[config.mk]
export PLATFORM = sky130hd
export DESIGN_NAME = cv32e40p_apu_arbiter
export DESIGN_NICKNAME = d
export VERILOG_FILES = /design/src/rtl/cv32e40p_apu_arbiter.sv
export SDC_FILE = /design/constraint.sdc
export NUM_CORES = 1
export LEC_CHECK = 0
export BUFFER_PORTS_ARGS = -buffer_cell sky130_fd_sc_hd__buf_4
export CORE_AREA = 10 10 258 260
export CTS_BUF_LIST = sky130_fd_sc_hd__clkbuf_4 sky130_fd_sc_hd__clkbuf_8
export DETAILED_ROUTE_END_ITERATION = 10
export DIE_AREA = 0 0 268 270
export PLACE_DENSITY_LB_ADDON = 0.05
export SLEW_MARGIN = 20
export SYNTH_ARGS = -nofsm -noshare
export SYNTH_HDL_FRONTEND = slang
export SYNTH_SLANG_ARGS = --single-unit
[constraint.sdc]
create_clock -name clk_i -period 3.46 [get_ports clk_i]
set_input_delay 0.173 -clock clk_i [delete_from_list [all_inputs] [get_ports clk_i]]
set_output_delay 0.173 -clock clk_i [all_outputs]
set_load 0.005 [all_outputs]
[src/rtl/cv32e40p_apu_arbiter.sv]
// Round-robin arbiter sharing one APU/FPU between several cores.
// In-order responses are routed back through an ID FIFO with a parity bit per entry.
module cv32e40p_apu_arbiter #(
    parameter int NUM_CORES        = 4,
    parameter int APU_NARGS_CPU    = 3,
    parameter int APU_WOP_CPU      = 6,
    parameter int APU_NDSFLAGS_CPU = 15,
    parameter int APU_NUSFLAGS_CPU = 5,
    parameter int MAX_OUTSTANDING  = 4
) (
    input  logic                                             clk_i,
    input  logic                                             rst_ni,
    input  logic [NUM_CORES-1:0]                             core_apu_req_i,
    output logic [NUM_CORES-1:0]                             core_apu_gnt_o,
    input  logic [NUM_CORES-1:0][APU_NARGS_CPU-1:0][31:0]    core_apu_operands_i,
    input  logic [NUM_CORES-1:0][APU_WOP_CPU-1:0]            core_apu_op_i,
    input  logic [NUM_CORES-1:0][APU_NDSFLAGS_CPU-1:0]       core_apu_flags_i,
    output logic [NUM_CORES-1:0]                             core_apu_rvalid_o,
    output logic [31:0]                                      core_apu_result_o,
    output logic [APU_NUSFLAGS_CPU-1:0]                      core_apu_flags_o,
    output logic                                             apu_req_o,
    input  logic                                             apu_gnt_i,
    output logic [APU_NARGS_CPU-1:0][31:0]                   apu_operands_o,
    output logic [APU_WOP_CPU-1:0]                           apu_op_o,
    output logic [APU_NDSFLAGS_CPU-1:0]                      apu_flags_o,
    input  logic                                             apu_rvalid_i,
    input  logic [31:0]                                      apu_result_i,
    input  logic [APU_NUSFLAGS_CPU-1:0]                      apu_flags_i,
    output logic [$clog2(MAX_OUTSTANDING):0]                 outstanding_o,
    output logic                                             err_o
);

    localparam int IDX_W = $clog2(NUM_CORES);
    localparam int PTR_W = $clog2(MAX_OUTSTANDING);
    localparam int CNT_W = PTR_W + 1;

    function automatic logic id_parity(input logic [IDX_W-1:0] id);
        return ^id;
    endfunction

    // First requester at or after ptr, wrapping modulo NUM_CORES; ptr when nobody requests.
    function automatic logic [IDX_W-1:0] rr_pick(input logic [NUM_CORES-1:0] req,
                                                 input logic [IDX_W-1:0]     ptr);
        logic [IDX_W-1:0] pick;
        logic [IDX_W-1:0] cand;
        logic             found;
        pick  = ptr;
        found = 1'b0;
        for (int k = 0; k < NUM_CORES; k++) begin
            cand = IDX_W'((int'(ptr) + k) % NUM_CORES);
            if (!found && req[cand]) begin
                pick  = cand;
                found = 1'b1;
            end else begin
                pick  = pick;
                found = found;
            end
        end
        return pick;
    endfunction

    logic [IDX_W-1:0] rr_ptr_r;
    logic             lock_valid_r;
    logic [IDX_W-1:0] lock_idx_r;
    logic [PTR_W-1:0] wr_ptr_r;
    logic [PTR_W-1:0] rd_ptr_r;
    logic [CNT_W-1:0] count_r;
    logic             err_r;
    logic [IDX_W-1:0] id_mem_r  [MAX_OUTSTANDING];
    logic             par_mem_r [MAX_OUTSTANDING];

    logic [IDX_W-1:0] sel_s;
    logic [IDX_W-1:0] rr_next_s;
    logic [IDX_W-1:0] head_s;
    logic             fifo_full_s;
    logic             fifo_empty_s;
    logic             handshake_s;
    logic             push_s;
    logic             pop_s;
    logic             spurious_s;
    logic             lock_drop_s;
    logic             parity_err_s;

    // A pending (locked) request keeps priority over the round-robin search.
    always_comb begin
        sel_s = rr_pick(core_apu_req_i, rr_ptr_r);
        if (lock_valid_r) begin
            sel_s = lock_idx_r;
        end else begin
            sel_s = sel_s;
        end
    end

    // Request path: selected core's fields, request gated by FIFO space.
    always_comb begin
        fifo_full_s    = (count_r == CNT_W'(MAX_OUTSTANDING));
        fifo_empty_s   = (count_r == {CNT_W{1'b0}});
        apu_req_o      = core_apu_req_i[sel_s] && !fifo_full_s;
        apu_operands_o = core_apu_operands_i[sel_s];
        apu_op_o       = core_apu_op_i[sel_s];
        apu_flags_o    = core_apu_flags_i[sel_s];
        handshake_s    = apu_req_o && apu_gnt_i;
        push_s         = handshake_s;
        if (sel_s == IDX_W'(NUM_CORES - 1)) begin
            rr_next_s = {IDX_W{1'b0}};
        end else begin
            rr_next_s = sel_s + IDX_W'(1);
        end
        core_apu_gnt_o        = {NUM_CORES{1'b0}};
        core_apu_gnt_o[sel_s] = handshake_s;
    end

    // Response path: route rvalid to the oldest outstanding ID and flag protocol errors.
    always_comb begin
        head_s            = id_mem_r[rd_ptr_r];
        pop_s             = apu_rvalid_i && !fifo_empty_s;
        spurious_s        = apu_rvalid_i && fifo_empty_s;
        parity_err_s      = pop_s && (par_mem_r[rd_ptr_r] != id_parity(head_s));
        lock_drop_s       = lock_valid_r && !core_apu_req_i[lock_idx_r];
        core_apu_rvalid_o = {NUM_CORES{1'b0}};
        core_apu_rvalid_o[head_s] = pop_s;
        core_apu_result_o = apu_result_i;
        core_apu_flags_o  = apu_flags_i;
    end

    // Arbitration state: round-robin pointer and request lock.
    always_ff @(posedge clk_i) begin
        if (!rst_ni) begin
            rr_ptr_r     <= {IDX_W{1'b0}};
            lock_valid_r <= 1'b0;
            lock_idx_r   <= {IDX_W{1'b0}};
        end else begin
            if (handshake_s) begin
                rr_ptr_r <= rr_next_s;
            end else begin
                rr_ptr_r <= rr_ptr_r;
            end
            if (lock_drop_s || handshake_s) begin
                lock_valid_r <= 1'b0;
                lock_idx_r   <= lock_idx_r;
            end else if (apu_req_o && !apu_gnt_i) begin
                lock_valid_r <= 1'b1;
                lock_idx_r   <= sel_s;
            end else begin
                lock_valid_r <= lock_valid_r;
                lock_idx_r   <= lock_idx_r;
            end
        end
    end

    // ID FIFO control, occupancy and sticky error.
    always_ff @(posedge clk_i) begin
        if (!rst_ni) begin
            wr_ptr_r <= {PTR_W{1'b0}};
            rd_ptr_r <= {PTR_W{1'b0}};
            count_r  <= {CNT_W{1'b0}};
            err_r    <= 1'b0;
        end else begin
            if (push_s) begin
                wr_ptr_r <= wr_ptr_r + PTR_W'(1);
            end else begin
                wr_ptr_r <= wr_ptr_r;
            end
            if (pop_s) begin
                rd_ptr_r <= rd_ptr_r + PTR_W'(1);
            end else begin
                rd_ptr_r <= rd_ptr_r;
            end
            case ({push_s, pop_s})
                2'b10:   count_r <= count_r + CNT_W'(1);
                2'b01:   count_r <= count_r - CNT_W'(1);
                default: count_r <= count_r;
            endcase
            err_r <= err_r | spurious_s | lock_drop_s | parity_err_s;
        end
    end

    // ID FIFO storage; entries are only read while occupied, so no reset is needed.
    always_ff @(posedge clk_i) begin
        if (push_s) begin
            id_mem_r[wr_ptr_r]  <= sel_s;
            par_mem_r[wr_ptr_r] <= id_parity(sel_s);
        end else begin
            id_mem_r[wr_ptr_r]  <= id_mem_r[wr_ptr_r];
            par_mem_r[wr_ptr_r] <= par_mem_r[wr_ptr_r];
        end
    end

    assign outstanding_o = count_r;
    assign err_o         = err_r;

endmodule

==> flow_summary.ini <==
[floorplanning]
fp.dieH_um = 270
die_w_um = 268
core_area_mm2 = 0.0613
start_util = 0.0946
die_area_mm2 = 0.0724
pin_count = 680
rows = 91

[sta]
finalHoldViolations = 0
slew_headroom = 0.541
period_share = 0.868
slew_violations = 0
clock-skew-final_ps = 6.00
setup_viol = 0
tightest_slew_ps = 686
max_freq_mhz = 333
fin_setup_tns_ps = 0
timing.final.crit_period_ps = 3000
rsz0062_at_grt = no

[clocking]
cts_resized = 0
htreeDepth = 1
cts_tree = yes
postCtsHoldBufs = 0
cts_buffers = 3
cts.reportedPaths.clkPinSlew_ps = 110
insertion_delay_ps = 280
cts_setup_buffers = 0
cts_sinks = 27
cts_max_path_buffers = 2
root_buffer = clkbuf_8

[route]
ant_nets = 0
vias = 6851
first_pass_iters = 4
wire_per_inst_um = 27.3
first_iter_violations = 214
wl_um = 53000
drc = 0
routed_via_density = 3.53

[yosys]
synth_fp_nets = 1126
synth_top_cell_area_share = 0.606
synth_cell_types = 44
synth-main-ff-cell = dfxtp_1
yosysMostFrequentCell = mux2i_1
syn-mean-instance-area_um2 = 9.68
yosys_warnings = 0
synth_top_cell_by_area = mux2i_1
syn_inst = 599
ys_async_sr_fraction = 0
ys_seq_elements = 27
ys_seq_area_frac = 0.114
synthTopCellsByCount = mux2i_1 (351), buf_4 (37), buf_6 (27)
synth-edff-count = 12
synth.area.top_cells = mux2i_1 (61%), edfxtp_1 (6.2%), buf_6 (5.2%)
synthesis.area_mm2 = 0.00580

[cells_and_area]
area_growth_pct = 89.5
nets = 1674
fin_cells = 1939
drive_gt1_frac = 0.558
post-route-cell-area_mm2 = 0.0110

[setup_path]
crit_arrival_ps = 2830
crit_slowest_cell = mux2i_1
cp_top_family = compound AO/OA/AOI/OAI gates
cp_num_buf_inv = 2
worstPathCellList = nor2b_1 > a211o_1 > a211o_1 > and2_4 > buf_12 > mux2i_1 > mux2i_1 > buf_4
critPathLaunchType = flip-flop
cp_max_fo = 37
r2r_setup_slack_ps = 680
slowest_delay_ps = 420
worstPathRequired_ps = 3290
end_kind = primary output
crit_type = reg2out

[pwr]
ir_worst_vdd_uv = 342
total_leakage_power_nw = 6.02
power_per_cell_area_mw_per_mm2 = 656

[global_routing]
grt_pass1_wl_um = 68800
grt_pass1_vias = 7413
track_usage = 0.138
gr-total-overflow = 0
grt_max_degree = 65
antenna_found_initial = 9

[flow_run]
cap_viol_max_count = 0

[place]
dp.cells = 1932
dp.final_hpwl_um = 48700
detailed_place.area_mm2 = 0.0109
gp_congestion = 0.906
io_buffers = 605

[worst_hold_path]
worstHoldPathType = in2reg

[outcome]
status = complete, no violations
## power by group
group / switching (mW) / internal (mW) / total (mW) / leakage, nW
Combinational: 3.19 / 3.27 / 6.46 / 5.77
Clock: 0.110 / 0.0819 / 0.192 / 0.0217
Sequential: 0.0910 / 0.457 / 0.548 / 0.233
Total: 3.39 / 3.81 / 7.20 / 6.02
## cell families (layout without fill, tap and decap cells)
family                   count (synthesis)  in the layout  share of synthesized area
adder cells (fa/ha/maj)                 14             14                     0.0315
other                                    0              3                          0
flip-flops                              27             27                      0.114
multiplexers                           356            356                      0.622
AO/OA/AOI/OAI                           36             36                     0.0462
AND/OR/NAND/NOR                         64             64                     0.0561
XOR/XNOR                                 5              5                    0.00756
buffers and inverters                   97            644                      0.123
## final timing paths
check	endpoint	cells after the start	from
max reg2reg	outstanding_o[2]$_SDFFE_PN0P_	11	lock_idx_r[0]$_SDFFE_PN0P_
min reg2reg	err_o$_SDFF_PN0_	2	err_o$_SDFF_PN0_
min	err_o$_SDFF_PN0_	3	apu_rvalid_i
max	apu_operands_o[68]	8	rr_ptr_r[0]$_SDFFE_PN0P_
## cells in the final DEF, fill, tap and decap left out, drive strengths merged, types with 3 or more instances in the layout
cell	count
dfxtp	15
clkbuf	3
edfxtp	12
nand2b	6
mux2i	351
mux4	3
o21ai	3
buf	624
inv	16
a21oi	8
ha	13
and3	3
nor2	11
xor2	4
diode	3
o211ai	5
a211o	3
and2	14
o311ai	3
nor3	6
nor2b	3
nand2	16
## sequential cells by signal, indices dropped and copies added, names as in the netlist, named ones only
| register | flops |
|---|---|
| lock_idx_r | 2 |
| rd_ptr_r | 2 |
| id_mem_r | 8 |
| wr_ptr_r | 2 |
| rr_ptr_r | 2 |
| lock_valid_r | 1 |
| outstanding_o | 3 |
| par_mem_r | 4 |
| err_o | 1 |
## worst reg2reg max path, stage by stage (launching register included)
cell	delay [ps]
dfxtp_1	490
mux2_2	380
o211ai_1	210
o211a_2	290
a21oi_2	80
inv_1	70
ha_1	180
inv_1	60
fa_1	370
xor2_1	150
or3_1	300
a21oi_1	130
## final cells by class
cell class | count | area (um^2)
diodes | 3 | 7.51
inverters | 16 | 65.1
clock inverters | 1 | 7.51
multi-input cells | 475 | 4430
clock buffers | 3 | 41.3
fillers | 6936 | 50300
repair buffers | 624 | 4780
flip-flops and latches | 27 | 661
well taps | 790 | 988
## layer usage
layer / GRT usage / up-vias / wire length (um)
met2: 0.270 / 358 / 28900
met1: 0.139 / 3195 / 17900
met5: 0 / - / 45
li1: - / 3282 / -
met4: 0.00119 / 6 / 46
met3: 0.0606 / 10 / 6110
## per-stage QoR
step / worst slack [ps] / util / hold WS (ps) / power (mW)
4_1_cts: 400 / 0.179 / 199 / 7.45
3_3_place_gp: 710 / 0.178 / 346 / 7.32
6_report: 456 / 0.179 / 198 / 7.20
3_5_place_dp: 687 / 0.178 / 346 / 7.22
5_1_grt: 271 / 0.179 / 224 / 7.80
2_1_floorplan: 904 / - / 331 / 4.14
Power figures use the tool's default switching activity.
